[src/rtl/hazard_pkg.sv]
// Shared constants for the pipeline hazard controller: forwarding selects,
// divide-sequencer state encoding and the hard-wired zero register.
package hazard_pkg;

    localparam logic [1:0] FWD_NONE = 2'b00;
    localparam logic [1:0] FWD_WB   = 2'b01;
    localparam logic [1:0] FWD_MEM  = 2'b10;

    localparam logic [4:0] REG_ZERO = 5'd0;

    typedef enum logic {
        IDLE     = 1'b0,
        DIV_BUSY = 1'b1
    } div_state_e;

    // Register 0 is hard-wired, so a write to it never creates a dependency.
    function automatic logic reg_hit(input logic       wr_en,
                                     input logic [4:0] dst,
                                     input logic [4:0] src);
        return wr_en && (dst != REG_ZERO) && (dst == src);
    endfunction

endpackage

[src/rtl/forward_unit.sv]
// Operand forwarding select generation for the Execute ALU inputs and the
// Decode-stage branch comparator. Purely combinational.
module forward_unit
    import hazard_pkg::*;
(
    input  logic [4:0] rsD_i,
    input  logic [4:0] rtD_i,
    input  logic [4:0] rsE_i,
    input  logic [4:0] rtE_i,
    input  logic [4:0] writeregM_i,
    input  logic [4:0] writeregW_i,
    input  logic       regwriteM_i,
    input  logic       regwriteW_i,
    output logic       forwardAD_o,
    output logic       forwardBD_o,
    output logic [1:0] forwardAE_o,
    output logic [1:0] forwardBE_o
);

    // The younger producer in M shadows an older write to the same register in W.
    always_comb begin
        forwardAE_o = FWD_NONE;
        if (reg_hit(regwriteM_i, writeregM_i, rsE_i)) begin
            forwardAE_o = FWD_MEM;
        end else if (reg_hit(regwriteW_i, writeregW_i, rsE_i)) begin
            forwardAE_o = FWD_WB;
        end
    end

    always_comb begin
        forwardBE_o = FWD_NONE;
        if (reg_hit(regwriteM_i, writeregM_i, rtE_i)) begin
            forwardBE_o = FWD_MEM;
        end else if (reg_hit(regwriteW_i, writeregW_i, rtE_i)) begin
            forwardBE_o = FWD_WB;
        end
    end

    assign forwardAD_o = reg_hit(regwriteM_i, writeregM_i, rsD_i);
    assign forwardBD_o = reg_hit(regwriteM_i, writeregM_i, rtD_i);

endmodule

[src/rtl/hazard_unit.sv]
// Central hazard controller: RAW stall detection, forwarding, divide and memory-wait
// stall sequencing. Define HAZARD_PERF_CNT_EN to add stall/divide cycle counters.
//
//   state    | meaning
//   ---------+---------------------------------------------------------------
//   IDLE     | no divide in flight; a div_startE here stalls E and loads cnt
//   DIV_BUSY | divide counting down; at cnt==0 waits out any memory stall,
//            | then pulses div_readyE and returns to IDLE
module hazard_unit
    import hazard_pkg::*;
#(
    parameter int DIV_CYCLES = 36
) (
    input  logic        clk,
    input  logic        rst,
    input  logic [4:0]  rsD,
    input  logic [4:0]  rtD,
    input  logic [4:0]  rsE,
    input  logic [4:0]  rtE,
    input  logic [4:0]  writeregE,
    input  logic [4:0]  writeregM,
    input  logic [4:0]  writeregW,
    input  logic        regwriteE,
    input  logic        regwriteM,
    input  logic        regwriteW,
    input  logic        memtoregE,
    input  logic        memtoregM,
    input  logic        branchD,
    input  logic        jrD,
    input  logic        div_startE,
    input  logic        mem_reqM,
    input  logic        mem_ackM,
    input  logic        flush_except,
    output logic        forwardAD,
    output logic        forwardBD,
    output logic [1:0]  forwardAE,
    output logic [1:0]  forwardBE,
    output logic        stallF,
    output logic        stallD,
    output logic        stallE,
    output logic        stallM,
    output logic        stallW,
    output logic        flushD,
    output logic        flushE,
    output logic        flushM,
    output logic        flushW,
    output logic        div_readyE,
`ifdef HAZARD_PERF_CNT_EN
    output logic [31:0] stall_cycles,
    output logic [31:0] div_cycles,
`endif
    output logic        div_busy
);

    localparam int              CNT_W    = $clog2(DIV_CYCLES);
    localparam logic [CNT_W-1:0] CNT_LOAD = CNT_W'(DIV_CYCLES - 1);

    div_state_e       state_q, state_d;
    logic [CNT_W-1:0] cnt_q, cnt_d;
    logic             div_stall, div_ready;
    logic             lwstall, brstall, mem_stall, d_uses_e, d_uses_m_load;

    forward_unit u_forward (
        .rsD_i       (rsD),
        .rtD_i       (rtD),
        .rsE_i       (rsE),
        .rtE_i       (rtE),
        .writeregM_i (writeregM),
        .writeregW_i (writeregW),
        .regwriteM_i (regwriteM),
        .regwriteW_i (regwriteW),
        .forwardAD_o (forwardAD),
        .forwardBD_o (forwardBD),
        .forwardAE_o (forwardAE),
        .forwardBE_o (forwardBE)
    );

    assign mem_stall     = mem_reqM & ~mem_ackM;
    assign lwstall       = reg_hit(memtoregE, writeregE, rsD) | reg_hit(memtoregE, writeregE, rtD);
    assign d_uses_e      = reg_hit(regwriteE, writeregE, rsD) | reg_hit(regwriteE, writeregE, rtD);
    assign d_uses_m_load = reg_hit(memtoregM, writeregM, rsD) | reg_hit(memtoregM, writeregM, rtD);
    assign brstall       = (branchD | jrD) & (d_uses_e | d_uses_m_load);

    always_ff @(posedge clk or posedge rst) begin
        if (rst) begin
            state_q <= IDLE;
            cnt_q   <= '0;
        end else begin
            state_q <= state_d;
            cnt_q   <= cnt_d;
        end
    end

    always_comb begin
        state_d   = state_q;
        cnt_d     = cnt_q;
        div_stall = 1'b0;
        div_ready = 1'b0;
        case (state_q)
            IDLE: begin
                if (div_startE) begin
                    div_stall = 1'b1;
                    state_d   = DIV_BUSY;
                    cnt_d     = CNT_LOAD;
                end
            end
            DIV_BUSY: begin
                // The count keeps running under a memory wait; only the final release waits for it.
                if (cnt_q != '0) begin
                    div_stall = 1'b1;
                    cnt_d     = cnt_q - CNT_W'(1);
                end else if (!mem_stall) begin
                    div_ready = 1'b1;
                    state_d   = IDLE;
                end else begin
                    div_stall = 1'b1;
                end
            end
            default: state_d = IDLE;
        endcase
        if (flush_except) begin
            state_d   = IDLE;
            cnt_d     = '0;
            div_stall = 1'b0;
            div_ready = 1'b0;
        end
    end

    always_comb begin
        stallF     = 1'b0;
        stallD     = 1'b0;
        stallE     = 1'b0;
        stallM     = 1'b0;
        stallW     = 1'b0;
        flushD     = 1'b0;
        flushE     = 1'b0;
        flushM     = 1'b0;
        flushW     = 1'b0;
        div_readyE = 1'b0;
        if (rst || flush_except) begin
            flushD = 1'b1;
            flushE = 1'b1;
            flushM = 1'b1;
            flushW = 1'b1;
        end else begin
            stallW     = mem_stall;
            stallM     = mem_stall;
            stallE     = mem_stall | div_stall;
            stallD     = stallE | lwstall | brstall;
            stallF     = stallD;
            flushE     = (lwstall | brstall) & ~stallE;
            flushM     = div_stall & ~mem_stall;
            div_readyE = div_ready;
        end
    end

    assign div_busy = (state_q == DIV_BUSY);

`ifdef HAZARD_PERF_CNT_EN
    logic [31:0] stall_cycles_q, div_cycles_q;

    always_ff @(posedge clk or posedge rst) begin
        if (rst) begin
            stall_cycles_q <= '0;
            div_cycles_q   <= '0;
        end else begin
            if (stallF)    stall_cycles_q <= stall_cycles_q + 32'd1;
            if (div_stall) div_cycles_q   <= div_cycles_q + 32'd1;
        end
    end

    assign stall_cycles = stall_cycles_q;
    assign div_cycles   = div_cycles_q;
`endif

endmodule

[config.mk]
export PLATFORM = sky130hd
export DESIGN_NAME = hazard_unit
export DESIGN_NICKNAME = d
export VERILOG_FILES = /design/src/rtl/hazard_pkg.sv /design/src/rtl/forward_unit.sv /design/src/rtl/hazard_unit.sv
export SDC_FILE = /design/constraint.sdc
export NUM_CORES = 1
export LEC_CHECK = 0
export ABC_AREA = 0
export BUFFER_PORTS_ARGS = -buffer_cell sky130_fd_sc_hd__buf_4
export CAP_MARGIN = 20
export CORE_UTILIZATION = 45
export CTS_BUF_LIST = sky130_fd_sc_hd__clkbuf_16
export DETAILED_ROUTE_END_ITERATION = 7
export PLACE_DENSITY = 0.92
export SLEW_MARGIN = 10
export SYNTH_ARGS = -nofsm -noshare
export SYNTH_HDL_FRONTEND = slang
export SYNTH_SLANG_ARGS = --single-unit
[constraint.sdc]
create_clock -name clk -period 4.7 [get_ports clk]
set_input_delay 0.705 -clock clk [delete_from_list [all_inputs] [get_ports clk]]
set_output_delay 0.705 -clock clk [all_outputs]
set_load 0.03 [all_outputs]
==> results.cfg <==
[run_status]
status = finished, final reports clean

[power_and_ir_drop]
p_leak_nw = 0.779
fin_total_pwr_uw = 373
ir_drop_v = 0.000221
p_per_area_nw_per_um2 = 235

[logic_synthesis]
ys_seq_area_share_pct = 16.8
synth_compound_area_share_pct = 15.8
syn_area_um2 = 1040
yosysMostFrequentCell = xor2_1
synth_mux_area_share_pct = 1.08
syn_inst = 132
synthSimpleGateAreaFrac_pct = 20.6
async_flop_share_pct = 100
synth_top_area_share_pct = 26.0
yosys.area.top_type = xor2_1
synth-edff-count = 0
yosys-top-cells-area = xor2_1 (26%), dfrtp_1 (17%), xnor2_1 (10%), nor2_1 (4.3%), nor4_1 (3.6%)
synth_flop_cell = dfrtp_1
synth_seq_cells = 7
synth-xor-area-share_pct = 36.0
synth_fa_ha_area_share_pct = 2.40
syn-mean-instance-area_um2 = 7.91
syn_nets = 182
yosys_warnings = 0
synth_top_family_by_area = XOR/XNOR gates
synth.lib_cells_used.distinct = 37
synthTopCellsByCount = xor2_1 (31), nor2_1 (12), xnor2_1 (12)

[grt]
met2_usage_pct = 43.8
grt_pass1_vias = 1116
grt_pass1_wl_um = 4560
antenna_found_initial = 0
grtUsageMet1_pct = 24.8
grt_max_degree = 8
grt_usage_pct = 23.9
grt_use_met3_pct = 5.15
overflow = 0
grt_most_used_layer = met2

[floorplan]
start_util_pct = 47.7
core.rowCount = 17
die_h_um = 50.2
die_area_um2 = 2520
die-width_um = 50.2
pin_count = 65
core-area_um2 = 2190

[cts]
clkTransAtPathRegs_ns = 0.04
htreeDepth = 1
cts-hold-fix-buffers = 0
ctsLongestPathBuffers = 2
cts_setup_buffers = 0
cts_resized = 0
cts_buffers = 3
cts_tree = done
cts_sinks = 7
clkLatencyLatePin_ns = 0.24
root_buffer = clkbuf_16

[sta]
fin_ws_ns = 1.69
worstMarginPinSlew_ns = 0.484
slew_violations = 0
max_freq_mhz = 333
final.setup.tns_ns = 0
hold_ws_ns = 0.418
skew_ns = 0.00400
setup_violations = 0
report.final.hold_viol_count = 0
rsz0062_at_grt = no
finalCritPeriodShare_pct = 64.0
slew-limit-headroom_pct = 67.5
layout_min_cycle_time_ns = 3.01

[setup_path]
crit_required_ns = 3.99
ff2ff_path_depth = 4
critPathLaunchType = primary input
crit_path_end = flushE
critPathArrivalTime_ns = 2.30
crit_slowest_cell = o31ai_1
reg2reg_from = div_busy
r2r_slack_ns = 3.13
cpPeakStageDelay_ns = 0.49
critical-path-top-delay-family = compound AO/OA/AOI/OAI gates
r2r_end = cnt_q[0]
cp_common_cell = buf_4
endpoint_kind = primary output
setup.worst_path.start = flush_except
setup.worst_path.class = primary input to primary output
cp.depth = 7
crit_fanout = 6
crit_chain = buf_4, nor2_1, inv_1, o31ai_1, o31a_1, o21ai_0, buf_4
critPathBufInv = 3

[detailed_routing]
routed_wl_um = 2780
first_iter_violations = 31
routedWlPerCell_um = 12.6
drc = 0
ant_nets = 0
num_vias = 1181
dr.pass1.iters = 6
viasPerCell = 5.37

[place]
place_inst = 216
place_congestion = 0.769
io_buffers = 64
dpl_cell_area_um2 = 1510
dp_hpwl_um = 2370
dp_slack_ns = 1.70

[cells_and_area]
diodes = 0
layout-drive-gt1-share_pct = 36.5
post-route-util_pct = 72.5
areaGrowthSynthToFinish_pct = 52.1
layout.nets = 243
multi_input_area_um2 = 793
n_fill_cell = 145
seqCellArea_um2 = 175
stdcell_count = 220
final_area_um2 = 1590

[job]
drv_cap = 0

[min_path]
hold_path.class = primary input to async pin
[registers in the layout, indices dropped and copies added, names as in the netlist]
register and cells:
div_busy 1, cnt_q 6
[cells by family after synthesis]
| logic type | Yosys count |
|---|---|
| flops | 7 |
| simple gates | 40 |
| fa+ha+maj | 2 |
| mux | 1 |
| compound gates | 24 |
| xor+xnor | 43 |
| buf+inv | 15 |
[layout make-up]
class / count / share of cell area [%]
clock buffer: 3 / 4.72
clock inverter: 1 / 0.236
sequential: 7 / 11.0
multi-input combinational: 110 / 49.9
timing repair buffer: 64 / 30.2
inverter: 7 / 1.65
tap: 28 / 2.20
[metal layers]
layer | vias up | wire [um] | part of all wire (%)
li1 | 577 | - | -
met1 | 532 | 1080 | 39
met2 | 69 | 1460 | 52
met3 | 3 | 205 | 7.4
met4 | 0 | 38 | 1.4
met5 | - | 0 | 0
[worst min-delay path by stage]
stage	start	to	slack [ns]	cells after the start
after CTS	rst	cnt_q[1]	0.43	2
final	rst	div_busy	0.42	2
after detailed placement	cnt_q[5]	cnt_q[5]	0.55	2
after global routing	rst	div_busy	0.44	2
after global placement	cnt_q[5]	cnt_q[5]	0.53	2
after floorplan	rst	cnt_q[0]	0.51	1
[layout by cell type (no fill, tap or decap), types with 2 or more instances in the layout]
| cell type | count |
|---|---|
| nand2_1 | 2 |
| nand3_1 | 4 |
| nor2_1 | 12 |
| inv_1 | 8 |
| o21ai_0 | 6 |
| a21oi_1 | 4 |
| xor2_1 | 31 |
| xnor2_1 | 12 |
| o31ai_1 | 2 |
| nor4_1 | 6 |
| clkbuf_16 | 3 |
| ha_1 | 2 |
| dfrtp_1 | 7 |
| nor3_1 | 6 |
| buf_4 | 64 |
| or4_1 | 4 |
[power by group]
| group | leakage [nW] | switching (mW) | internal [mW] | total [mW] |
|---|---|---|---|---|
| Sequential | 0.0899 | 0.00765 | 0.0684 | 0.0760 |
| Combinational | 0.647 | 0.0782 | 0.0723 | 0.150 |
| Clock | 0.0423 | 0.0355 | 0.111 | 0.146 |
(Power assumes the default switching activity.)
